<file path="src/rtl/sync_barcode_sched_pkg.sv">
// sync_pkg: shared state encoding and default timing for the barcode scheduler.
package sync_pkg;
  typedef enum logic [1:0] {IDLE, START, GAP, BIT} state_t;
  localparam int FS               = 25000;
  localparam int NBITS_DEF        = 12;
  localparam int PULSE_FRAMES_DEF = 250;
  localparam int BIT_FRAMES_DEF   = 500;
endpackage

</file>
<file path="src/rtl/sync_barcode_sched_frame_timer.sv">
// frame_timer: counts frame ticks up to a loadable length and strobes done on the last one.
module frame_timer #(
  parameter int W = 9
) (
  input  logic         clk,
  input  logic         rst_n,
  input  logic         clr,
  input  logic         tick,
  input  logic [W-1:0] len,
  output logic         done
);
  logic [W-1:0] cnt;
  assign done = tick && !clr && cnt == len - W'(1);
  always_ff @(posedge clk or negedge rst_n)
    if (!rst_n) cnt <= '0;
    else cnt <= (clr || done) ? '0 : tick ? cnt + W'(1) : cnt;
endmodule

</file>
<file path="src/rtl/sync_barcode_sched.sv">
// sync_barcode_sched: serialises a seconds word as a frame-timed barcode on sync_out.
// Define SYNC_PARITY_EN to append an even-parity bit after the data bits.
module sync_barcode_sched
  import sync_pkg::*;
#(
  parameter int NBITS        = NBITS_DEF,
  parameter int PULSE_FRAMES = PULSE_FRAMES_DEF,
  parameter int BIT_FRAMES   = BIT_FRAMES_DEF
) (
  input  logic             clk,
  input  logic             rst_n,
  input  logic             en,
  input  logic             frame_tick,
  input  logic             sec_tvalid,
  input  logic [NBITS-1:0] sec_tdata,
  output logic             sec_tready,
  output logic             sync_out,
  output logic             busy,
  output logic [7:0]       drop_cnt
);
`ifdef SYNC_PARITY_EN
  localparam int NT = NBITS + 1;
`else
  localparam int NT = NBITS;
`endif
  localparam int MF = PULSE_FRAMES > BIT_FRAMES ? PULSE_FRAMES : BIT_FRAMES;
  localparam int W  = $clog2(MF + 1);
  localparam int BW = $clog2(NT + 1);
  state_t          state;
  logic [NT-1:0]   sh;
  logic [BW-1:0]   bit_idx;
  logic            done, load;
  logic [W-1:0]    len;
  logic [NT-1:0]   word;
  assign sec_tready = 1'b1;
  assign busy       = state != IDLE;
  assign load       = state == IDLE && en && sec_tvalid;
  assign len        = state == BIT ? W'(BIT_FRAMES) : W'(PULSE_FRAMES);
`ifdef SYNC_PARITY_EN
  assign word = {sec_tdata, ^sec_tdata};
`else
  assign word = sec_tdata;
`endif
  frame_timer #(.W(W)) u_timer (
    .clk  (clk),
    .rst_n(rst_n),
    .clr  (state == IDLE),
    .tick (frame_tick),
    .len  (len),
    .done (done)
  );
  always_ff @(posedge clk or negedge rst_n)
    if (!rst_n) begin
      state    <= IDLE;
      sh       <= '0;
      bit_idx  <= '0;
      sync_out <= 1'b0;
      drop_cnt <= '0;
    end else begin
      sync_out <= state == START || (state == BIT && sh[NT-1]);
      if (sec_tvalid && !load && drop_cnt != 8'hFF) drop_cnt <= drop_cnt + 8'd1;
      if (!en) state <= IDLE;
      else
        case (state)
          IDLE:  if (load) begin
                   state   <= START;
                   sh      <= word;
                   bit_idx <= '0;
                 end
          START: if (done) state <= GAP;
          GAP:   if (done) state <= BIT;
          BIT:   if (done) begin
                   sh      <= sh << 1;
                   bit_idx <= bit_idx + BW'(1);
                   if (bit_idx == BW'(NT - 1)) state <= IDLE;
                 end
          default: state <= IDLE;
        endcase
    end
endmodule

</file>
<file path="config.mk">
export PLATFORM = sky130hd
export DESIGN_NAME = sync_barcode_sched
export DESIGN_NICKNAME = d
export VERILOG_FILES = /design/src/rtl/sync_barcode_sched_pkg.sv /design/src/rtl/sync_barcode_sched_frame_timer.sv /design/src/rtl/sync_barcode_sched.sv
export SDC_FILE = /design/constraint.sdc
export NUM_CORES = 1
export LEC_CHECK = 0
export CORE_MARGIN = 3
export CORE_UTILIZATION = 53
export CTS_BUF_LIST = sky130_fd_sc_hd__clkbuf_16
export DETAILED_ROUTE_END_ITERATION = 12
export GPL_TIMING_DRIVEN = 0
export PLACE_DENSITY = 0.78
export SLEW_MARGIN = 20
export SYNTH_ARGS = -nofsm -noshare
export SYNTH_HDL_FRONTEND = slang
export SYNTH_SLANG_ARGS = --single-unit
</file>
<file path="constraint.sdc">
create_clock -name clk -period 2.8 [get_ports clk]
set_input_delay 0.56 -clock clk [delete_from_list [all_inputs] [get_ports clk]]
set_output_delay 0.56 -clock clk [all_outputs]
set_load 0.005 [all_outputs]
</file>
# Word level (Yosys, flattened, before mapping)
# Index checks and enable logic that the tools add are counted.
op_classes:
  magnitude_cmp: 0
  n_addsub: 4
  n_mux: 16
  shift: 0
  n_eq_ne: 13
  n_div: 0
  bitwise: 0
  multipliers: 0
  n_reduce_logical: 17
ops:
  columns: ["op", "n"]
  rows:
  - ["2-to-1 mux 9 bit", 3]
  - ["2-to-1 mux 12 bit", 2]
  - ["case mux 12 bit (2 select lines)", 1]
  - ["2-to-1 mux 2 bit", 6]
  - ["!= test 3 x 2 -> 1 bit (second input constant)", 4]
  - ["adder 9 x 1 -> 9 bit (second input constant)", 1]
  - ["== test 9 bit", 1]
  - ["subtractor 9 x 1 -> 9 bit (second input constant)", 1]
  - ["adder 8 x 1 -> 8 bit (second input constant)", 1]
  - ["2-to-1 mux 4 bit", 2]
  - ["!= test 8 bit (second input constant)", 1]
  - ["case mux 2 bit (4 select lines)", 1]
  - ["case mux 4 bit (2 select lines)", 1]
  - ["logical AND 1 bit", 7]
  - ["nonzero test 2 bit", 3]
  - ["AND reduction 5 bit", 1]
  - ["adder 4 x 1 -> 4 bit (second input constant)", 1]
  - ["== test 2 bit (second input constant)", 2]
  - ["== test 4 bit (second input constant)", 1]
  - ["AND reduction 4 bit", 1]
  - ["!= test 3 bit (second input constant)", 1]
  - ["== test 2 x 1 -> 1 bit (second input constant)", 1]
  - ["logical NOT 1 bit", 2]
  - ["logical NOT 2 bit", 1]
  - ["3 further kinds", 4]
word_totals:
  latch_bits: 0
  ff_bits: 36
  mem_bits_rw: 0
  word_cells: 56
  memories: 0
  inputBits: 17
  mem_bits_ro: 0

# Depth between registers and ports, before layout
# Gate-level depths: netlist of run 1.
logic_depth:
  word_depth: 8
  ltp_mapped: 7
  ltp_nobuf: 6

# Hierarchy
# A second synthesis of run 1 with hierarchy kept.
hier_totals:
  hier_cells: 211
  hier_area_um2: 2134.5
by_module_without_submodules:
  columns: ["mod", "cells_per_inst", "instances", "area_per_inst_um2"]
  rows:
  - ["sync_barcode_sched", 131, 1, 1398.8]
  - ["frame_timer", 80, 1, 735.7]

# Least setup slack after synthesis of run 1
# OpenSTA, ideal clock, no wires.
synth_timing:
  path_kind: "reg-to-reg"
  start: "register state[0]"
  end: "register sh[11]"
  required_ns: 2.676
  arrival_ns: 2.042
  n_path_buf: 1
  setup_time_ns: 0.124
  period_less_slack_ns: 2.166
  path_slack_ns: 0.634
  path_stages_with_launch: 7
  path_cell_list: "dfrtp_1 > ha_1 > or4b_1 > a211o_1 > buf_2 > and3_1 > a211o_1"
synth_between:
  elab_chain_len: 7
  elab_cells_between_ends: 15
  cone_classes: "add/sub: 1; eq/ne: 4; mux: 2; reduce/logical: 8"
synth_lines:
  columns: ["element", "line_no", "text"]
  rows:
  - ["start, declared", "sync_barcode_sched.sv:29", "state_t state;"]
  - ["start signal, assigned", "sync_barcode_sched.sv:54", "state <= IDLE;"]
  - ["start signal, assigned", "sync_barcode_sched.sv:62", "if (!en) state <= IDLE;"]
  - ["start signal, assigned", "sync_barcode_sched.sv:66", "state <= START;"]
  - ["== test 2 bit", "sync_barcode_sched.sv:38, sync_barcode_sched.sv:64", null]
  - ["2-to-1 mux 9 bit", "sync_barcode_sched.sv:38", "assign len = state == BIT ? W'(BIT_FRAMES) : W'(PULSE_FRAMES);"]
  - ["subtractor 9 x 1 -> 9 bit", "sync_barcode_sched_frame_timer.sv:13", "assign done = tick && !clr && cnt == len - W'(1);"]
  - ["== test 9 bit", "sync_barcode_sched_frame_timer.sv:13", null]
  - ["logical AND 1 bit", "sync_barcode_sched_frame_timer.sv:13", null]
  - ["!= test 2 x 1 -> 1 bit (no source line)", null, null]
  - ["AND reduction 4 bit (no source line)", null, null]
  - ["end signal, assigned", "sync_barcode_sched.sv:67", "sh <= word;"]
  - ["end signal, assigned", "sync_barcode_sched.sv:73", "sh <= sh << 1;"]
  - ["end, declared", "sync_barcode_sched.sv:30", "logic [NT-1:0] sh;"]
# Parallel ways exist; a longest one is shown, timed or not.
# A chain may end at the register's enable or synchronous reset.

# Worst setup path after layout of run 1
layout_timing:
  start: "register state[0]"
  end: "register u_timer.cnt[4]"
layout_between:
  elab_chain_len: 7
  elab_cells_between_ends: 11
  cone_classes: "add/sub: 1; eq/ne: 2; mux: 2; reduce/logical: 6"
layout_lines:
  columns: ["element", "line_no", "text"]
  rows:
  - ["== test 2 bit", "sync_barcode_sched.sv:38", null]
  - ["2-to-1 mux 9 bit", "sync_barcode_sched.sv:38", null]
  - ["subtractor 9 x 1 -> 9 bit", "sync_barcode_sched_frame_timer.sv:13", null]
  - ["== test 9 bit", "sync_barcode_sched_frame_timer.sv:13", null]
  - ["logical AND 1 bit", "sync_barcode_sched_frame_timer.sv:13", null]
  - ["logical OR 1 bit *", "sync_barcode_sched_frame_timer.sv:16", "else cnt <= (clr || done) ? '0 : tick ? cnt + W'(1) : cnt;"]
  - ["2-to-1 mux 9 bit or nonzero test 2 bit (tied branches)", null, null]
  - ["end signal, assigned", "sync_barcode_sched_frame_timer.sv:16", null]
  - ["end, declared", "sync_barcode_sched_frame_timer.sv:12", "logic [W-1:0] cnt;"]
# Mark *: on every way between the ends. The rest lies on a longest branch, timed or not.

==> results of run 1 <==
==> cells in the final DEF (no fill, tap or decap), drive strengths merged, types with 2 or more instances in the layout <==
cell and instances:
nand4 11, a2bb2oi 4, mux2 2, a22oi 2, a211o 6, a21o 2
clkbuf 14, nor3 3, and2 2, clkdlybuf4s50 24, nor2 18, dfrtp 36
a211oi 2, ha 8, nand4b 2, o31ai 5, inv 6, nand2 30
xnor2 7, xor2 8, clkinv 3, mux2i 2, and3 4, buf 5
nand3 24
==> sequential cells by signal, indices dropped and copies added (netlist names) <==
signal	flops
bit_idx	4
drop_cnt	8
sh	12
state	2
sync_out	1
u_timer.cnt	9
==> routing by layer <==
layer,GRT usage,wire [um],vias to the layer above
met1,0.284,1960,808
met4,0.0861,78,0
li1,-,-,826
met3,0.0765,192,8
met2,0.358,1990,42
met5,0,0,-
==> kinds of logic after synthesis <==
| group | Yosys count | synth area share |
|---|---|---|
| compound gates | 27 | 0.112 |
| xor+xnor | 15 | 0.0661 |
| fa+ha+maj | 8 | 0.0504 |
| buf+inv | 18 | 0.0372 |
| flops | 36 | 0.453 |
| mux | 4 | 0.0214 |
| other cells | 1 | 0.00189 |
| simple gates | 103 | 0.258 |
==> Yosys cell counts (3+ instances only) <==
library cell  number  area [um^2]
nand4_1           11         68.8
a2bb2oi_1          4         35.0
xnor2_1            7         61.3
a211o_1            6         52.6
nand2_1           30          113
dfrtp_1           36          901
o31ai_1            5         37.5
clkbuf_1           9         33.8
inv_1              6         22.5
nor3_1             3         15.0
and3_1             4         25.0
nor2_1            18         67.6
nand3_1           24          120
xor2_1             8         70.1
ha_1               8          100
==> worst min path at each step <==
stage	start	endpoint	depth (start not counted)
after floorplan	rst_n	bit_idx[0]$_DFFE_PN0P_	0
after global placement	sh[6]$_DFFE_PN0P_	sh[6]$_DFFE_PN0P_	1
after detailed placement	drop_cnt[5]$_DFFE_PN0P_	drop_cnt[5]$_DFFE_PN0P_	1
after CTS	rst_n	sync_out$_DFF_PN0_	1
after global routing	rst_n	sync_out$_DFF_PN0_	1
final	rst_n	u_timer.cnt[5]$_DFFE_PN0P_	1
==> per-stage QoR <==
| stage | setup WS [ns] | instances |
|---|---|---|
| finish | 0.383 | 292 |
| global route | 0.229 | 292 |
| CTS | 0.369 | 292 |
| detailed placement | 0.403 | 284 |
| global placement | 0.352 | 283 |
| floorplan | 0.634 | 212 |
==> area by class of cell <==
cell class / count / area share
Multi-Input combinational cell: 158 / 0.412
Sequential cell: 36 / 0.367
Timing Repair Buffer: 26 / 0.111
Clock buffer: 5 / 0.0509
Tap cell: 46 / 0.0234
Buffer: 12 / 0.0209
Inverter: 6 / 0.00917
Clock inverter: 3 / 0.00560
==> power breakdown <==
group | switching (W) | internal [W] | total [W]
sequential | 0.000133 | 0.000677 | 0.000810
clock | 0.000194 | 0.000322 | 0.000516
combinational | 0.000321 | 0.000323 | 0.000644
==> results.tsv, run 1 <==
metric	value	unit
Pwr Density	802	mW/mm^2
Slew Viols, Final	0	
Synth Register Bits	36	
detailed router's first-iteration violation count	130	
cell family with most CP delay	simple AND/OR/NAND/NOR gates	
largest net degree at the start of global routing	20	
Routed WL per cell	14.5	um
Slew @ Worst Pin	0.634	ns
Worst Setup SP	state[0]$_DFFE_PN0P_	
number of synthesized flops with an enable pin	0	
Fillers	294	
Peak VDD IR	0.000483	V
initial antenna violation count	0	
drt total wl	4230	um
port bufs	25	
finished layout cell area	0.00246	mm^2
CTS H-tree lvls	2	
Syn Area/Cell	9.37	um^2
Max Buffers Root-to-Sink	2	
die width	67.2	um
Primary FF master, synth	dfrtp_1	
drt via density	5.77	
Initial DRT Pass Iterations	4	
Synth Instances	212	
clk root buf	clkbuf_16	
Setup TNS	0	ns
Ys Warns	0	
share of layout cells above drive strength 1	0.0610	
R2R depth	6	
CP Depth	6	
slowest CP cell	or4b_1	
Via Count	1684	
final critical-path share of the clock period	0.863	
outcome	complete, no violations	
critical path type	reg -> reg	
core footprint	0.00347	mm^2
maxcap violations	0	
worst path arrival time	2.57	ns
worst min-delay path class	in -> async	
vias in the first global route	1731	
WP buf/inv	1	
RSZ-0062 raised after global routing	false	
area occupied by multi-input gates	0.00101	mm^2
final setup vio count	0	
Final Skew	0.00359	ns
Async S/R FF share, synth	1.00	
GRT overflow	0	
clock transition at the registers of the reported paths	0.05	ns
hold buffers post-CTS	0	
Num CTS Buffers	5	
Antenna Cells	0	
type of element launching the critical path	register	
clock sinks	36	
overall power	0.00197	W
Synth Cell Area	0.00199	mm^2
post-CTS setup buffers	0	
starting density of the core	0.573	
worst r2r src	state[0]$_DFFE_PN0P_	
Hold WS	0.233	ns
syn nets	237	
DP HPWL	3000	um
Worst Path Max Fanout	10	
required time of the worst setup path	2.95	ns
area growth from synthesis to layout	23.6	%
first-pass GRT wire length	7670	um
Tot GR Track Use	0.226	
Worst Setup End Kind	register	
sequential fraction of the synthesis area	0.453	
Max Clk Rate	0.414	GHz
Seq. cell area	901	um^2
CTS tree	yes	
Post-DP Area	0.00232	mm^2
RR Endpoint	u_timer.cnt[4]$_DFFE_PN0P_	
R2R Setup Slk	0.38	ns
die area	0.00452	mm^2
Final #Nets	270	
Rel. slew slack	0.576	
Post-DRT Antenna Nets	0	
Die Ht	67.2	um
Rows	21	
crit path time final	2.42	ns
final hold vios	0	
distinct cell type count after synthesis	41	
Leak Pwr	1.10	nW
worst-skew pair later-pin latency	0.28	ns
crit-path cells	ha_1 -> or4b_1 -> a211o_1 -> clkbuf_1 -> nand2_1 -> nor2_1	
critical path endpoint	u_timer.cnt[4]$_DFFE_PN0P_	
slowest stage delay, CP	0.57	ns
Ports	28	
final core occ	0.708	
routability cong.	0.865	
drc violations	0	
# resized after CTS	0	
No activity file was read; power rests on OpenSTA's default activity.
==> run 2, diff against run 1 <==
--- a/config.mk
+++ b/config.mk
@@ -8,10 +8,10 @@
 export CORE_MARGIN = 3
 export CORE_UTILIZATION = 53
 export CTS_BUF_LIST = sky130_fd_sc_hd__clkbuf_16
+export CTS_CLUSTER_SIZE = 28
 export DETAILED_ROUTE_END_ITERATION = 12
 export GPL_TIMING_DRIVEN = 0
 export PLACE_DENSITY = 0.78
-export SLEW_MARGIN = 20
 export SYNTH_ARGS = -nofsm -noshare
 export SYNTH_HDL_FRONTEND = slang
 export SYNTH_SLANG_ARGS = --single-unit
==> run 2 against run 1 <==
Core utilization down 0.072 points. Worst setup slack worse by 0.0017 ns. Register-to-register slack about the same. Non-clock buffer count down 1. Die area unchanged. Clock-buffer cell count unchanged. Sequential power about the same. Clock power up 20%. Routed wire length down 2.1%. Final cell count down 0.34%. Design area down 0.10%. Largest cell class unchanged.
==> results.tsv, run 2 (synthesized netlist as in run 1, its figures left out) <==
metric	value	unit	change
Max Buffers Root-to-Sink	2		unchanged
post-CTS setup buffers	0		unchanged
Fillers	285		-3.1%
R2R depth	6		unchanged
clock transition at the registers of the reported paths	0.05	ns	about the same
area occupied by multi-input gates	0.00101	mm^2	unchanged
die area	0.00452	mm^2	unchanged
cell family with most CP delay	simple AND/OR/NAND/NOR gates		
Pwr Density	840	mW/mm^2	+4.8%
clk root buf	clkbuf_16		
DP HPWL	2880	um	-4.2%
initial antenna violation count	0		unchanged
final critical-path share of the clock period	0.864		about the same
# resized after CTS	0		unchanged
Antenna Cells	0		unchanged
non-filler cells, final	291		-0.34%
crit path time final	2.42	ns	+0.00170 ns
Max Clk Rate	0.413	GHz	about the same
CTS H-tree lvls	2		unchanged
Peak VDD IR	0.000487	V	+0.78%
drt total wl	4140	um	-2.1%
crit-path cells	ha_1 -> or4b_1 -> a211o_1 -> clkbuf_1 -> nand2_1 -> nor2_1		
outcome	complete, no violations		
Tot GR Track Use	0.218		-0.00789
worst path arrival time	2.57	ns	about the same
RSZ-0062 raised after global routing	false		
Initial DRT Pass Iterations	4		unchanged
worst r2r src	state[0]$_DFFE_PN0P_		
drc violations	0		unchanged
die width	67.2	um	unchanged
Reg with most FFs	sh		
Slew @ Worst Pin	0.794	ns	+0.161 ns
Routed WL per cell	14.2	um	-1.7%
maxcap violations	0		unchanged
Worst Path Max Fanout	10		unchanged
type of element launching the critical path	register		
Leak Pwr	1.10	nW	+0.12%
port bufs	25		unchanged
worst-skew pair later-pin latency	0.28	ns	about the same
WP buf/inv	1		unchanged
drt via density	5.64		-2.3%
Ports	28		unchanged
R2R Setup Slk	0.38	ns	about the same
worst min-delay path class	in -> async		
Die Ht	67.2	um	unchanged
hold buffers post-CTS	0		unchanged
starting density of the core	0.573		unchanged
Worst Setup End Kind	register		
core footprint	0.00347	mm^2	unchanged
critical path type	reg -> reg		
final hold vios	0		unchanged
vias in the first global route	1619		-6.5%
Placed Instances	283		-0.35%
slowest CP cell	or4b_1		
detailed router's first-iteration violation count	103		-21%
first-pass GRT wire length	7310	um	-4.7%
most used routing layer	met2		
Post-DRT Antenna Nets	0		unchanged
Final #Nets	269		-0.37%
max reg flops	12		unchanged
most frequent cells in the layout	36 x dfrtp_1, 30 x nand2_1, 24 x nand3_1, 24 x clkdlybuf4s50_1, 18 x nor2_1		
clock sinks	36		unchanged
Slew Viols, Final	0		unchanged
grt met3 use	0.0649		-0.0116
area growth from synthesis to layout	23.5	%	
largest net degree at the start of global routing	37		+85%
Final Skew	0.00379	ns	+0.000202 ns
Largest regs	sh (12), u_timer.cnt (9), drop_cnt (8)		
required time of the worst setup path	2.95	ns	about the same
slowest stage delay, CP	0.57	ns	about the same
Setup TNS	0	ns	unchanged
final setup vio count	0		unchanged
Rel. slew slack	0.471		-0.105
share of layout cells above drive strength 1	0.0571		-0.00383
Num CTS Buffers	5		unchanged
routability cong.	0.865		unchanged
Rows	21		unchanged
most common cell after layout, fill and taps aside	dfrtp_1		
met2 capacity usage during global routing	0.331		-0.0270
CTS tree	yes		
GRT met1 Usage	0.291		+0.00731
Seq. cell area	901	um^2	unchanged
RR Endpoint	u_timer.cnt[4]$_DFFE_PN0P_		
Via Count	1640		-2.6%
GRT overflow	0		unchanged
run 2: metrics by stage:
step                      cell area, um^2  setup slack, ns  hold WS (ns)  power (W)   util
final                                2450            0.382         0.366    0.00206  0.707
after detailed placement             2290            0.401         0.484    0.00145  0.660
after global placement               2290            0.352         0.483    0.00143  0.662
after global routing                 2450            0.217         0.435    0.00220  0.707
after floorplan                      1990            0.634         0.264    0.00119      -
after CTS                            2450            0.360         0.390    0.00207  0.707
run 2: report_power, final:
part           internal, W  switching, W  total (W)  leakage, nW
combinational     0.000319      0.000314   0.000633        0.556
sequential        0.000677      0.000133   0.000810        0.464
clock             0.000414      0.000205   0.000619       0.0850
total              0.00141      0.000652    0.00206         1.10
run 2: how the worst max path moves through the flow:
stage                          from                         end  cells past startpoint
2_1_floorplan  state[0]$_DFFE_PN0P_          sh[11]$_DFFE_PN0P_                      6
4_1_cts        state[0]$_DFFE_PN0P_  u_timer.cnt[4]$_DFFE_PN0P_                      6
6_report       state[0]$_DFFE_PN0P_  u_timer.cnt[4]$_DFFE_PN0P_                      6
5_1_grt        state[0]$_DFFE_PN0P_           sh[5]$_DFFE_PN0P_                      6
3_5_place_dp   state[0]$_DFFE_PN0P_  u_timer.cnt[4]$_DFFE_PN0P_                      6
3_3_place_gp                  rst_n           sh[0]$_DFFE_PN0P_                      1
run 2: area by class of cell:
cell class | count | share of cell area
Clock inverter | 3 | 0.0158
Timing Repair Buffer | 25 | 0.0999
Sequential cell | 36 | 0.367
Inverter | 6 | 0.00918
Tap cell | 46 | 0.0235
Clock buffer | 5 | 0.0510
Multi-Input combinational cell | 158 | 0.413
Buffer | 12 | 0.0209
run 2: worst reg2reg max path, cell delays in order (launching register included):
cell,delay [ns]
dfrtp_1,0.41
ha_1,0.29
or4b_1,0.57
a211o_1,0.36
clkbuf_1,0.25
nand2_1,0.32
nor2_1,0.10
run 2: per-layer routing:
layer	vias up	wire, um
li1	816	-
met1	779	1970
met2	38	1890
met3	7	206
met4	0	71
met5	-	0
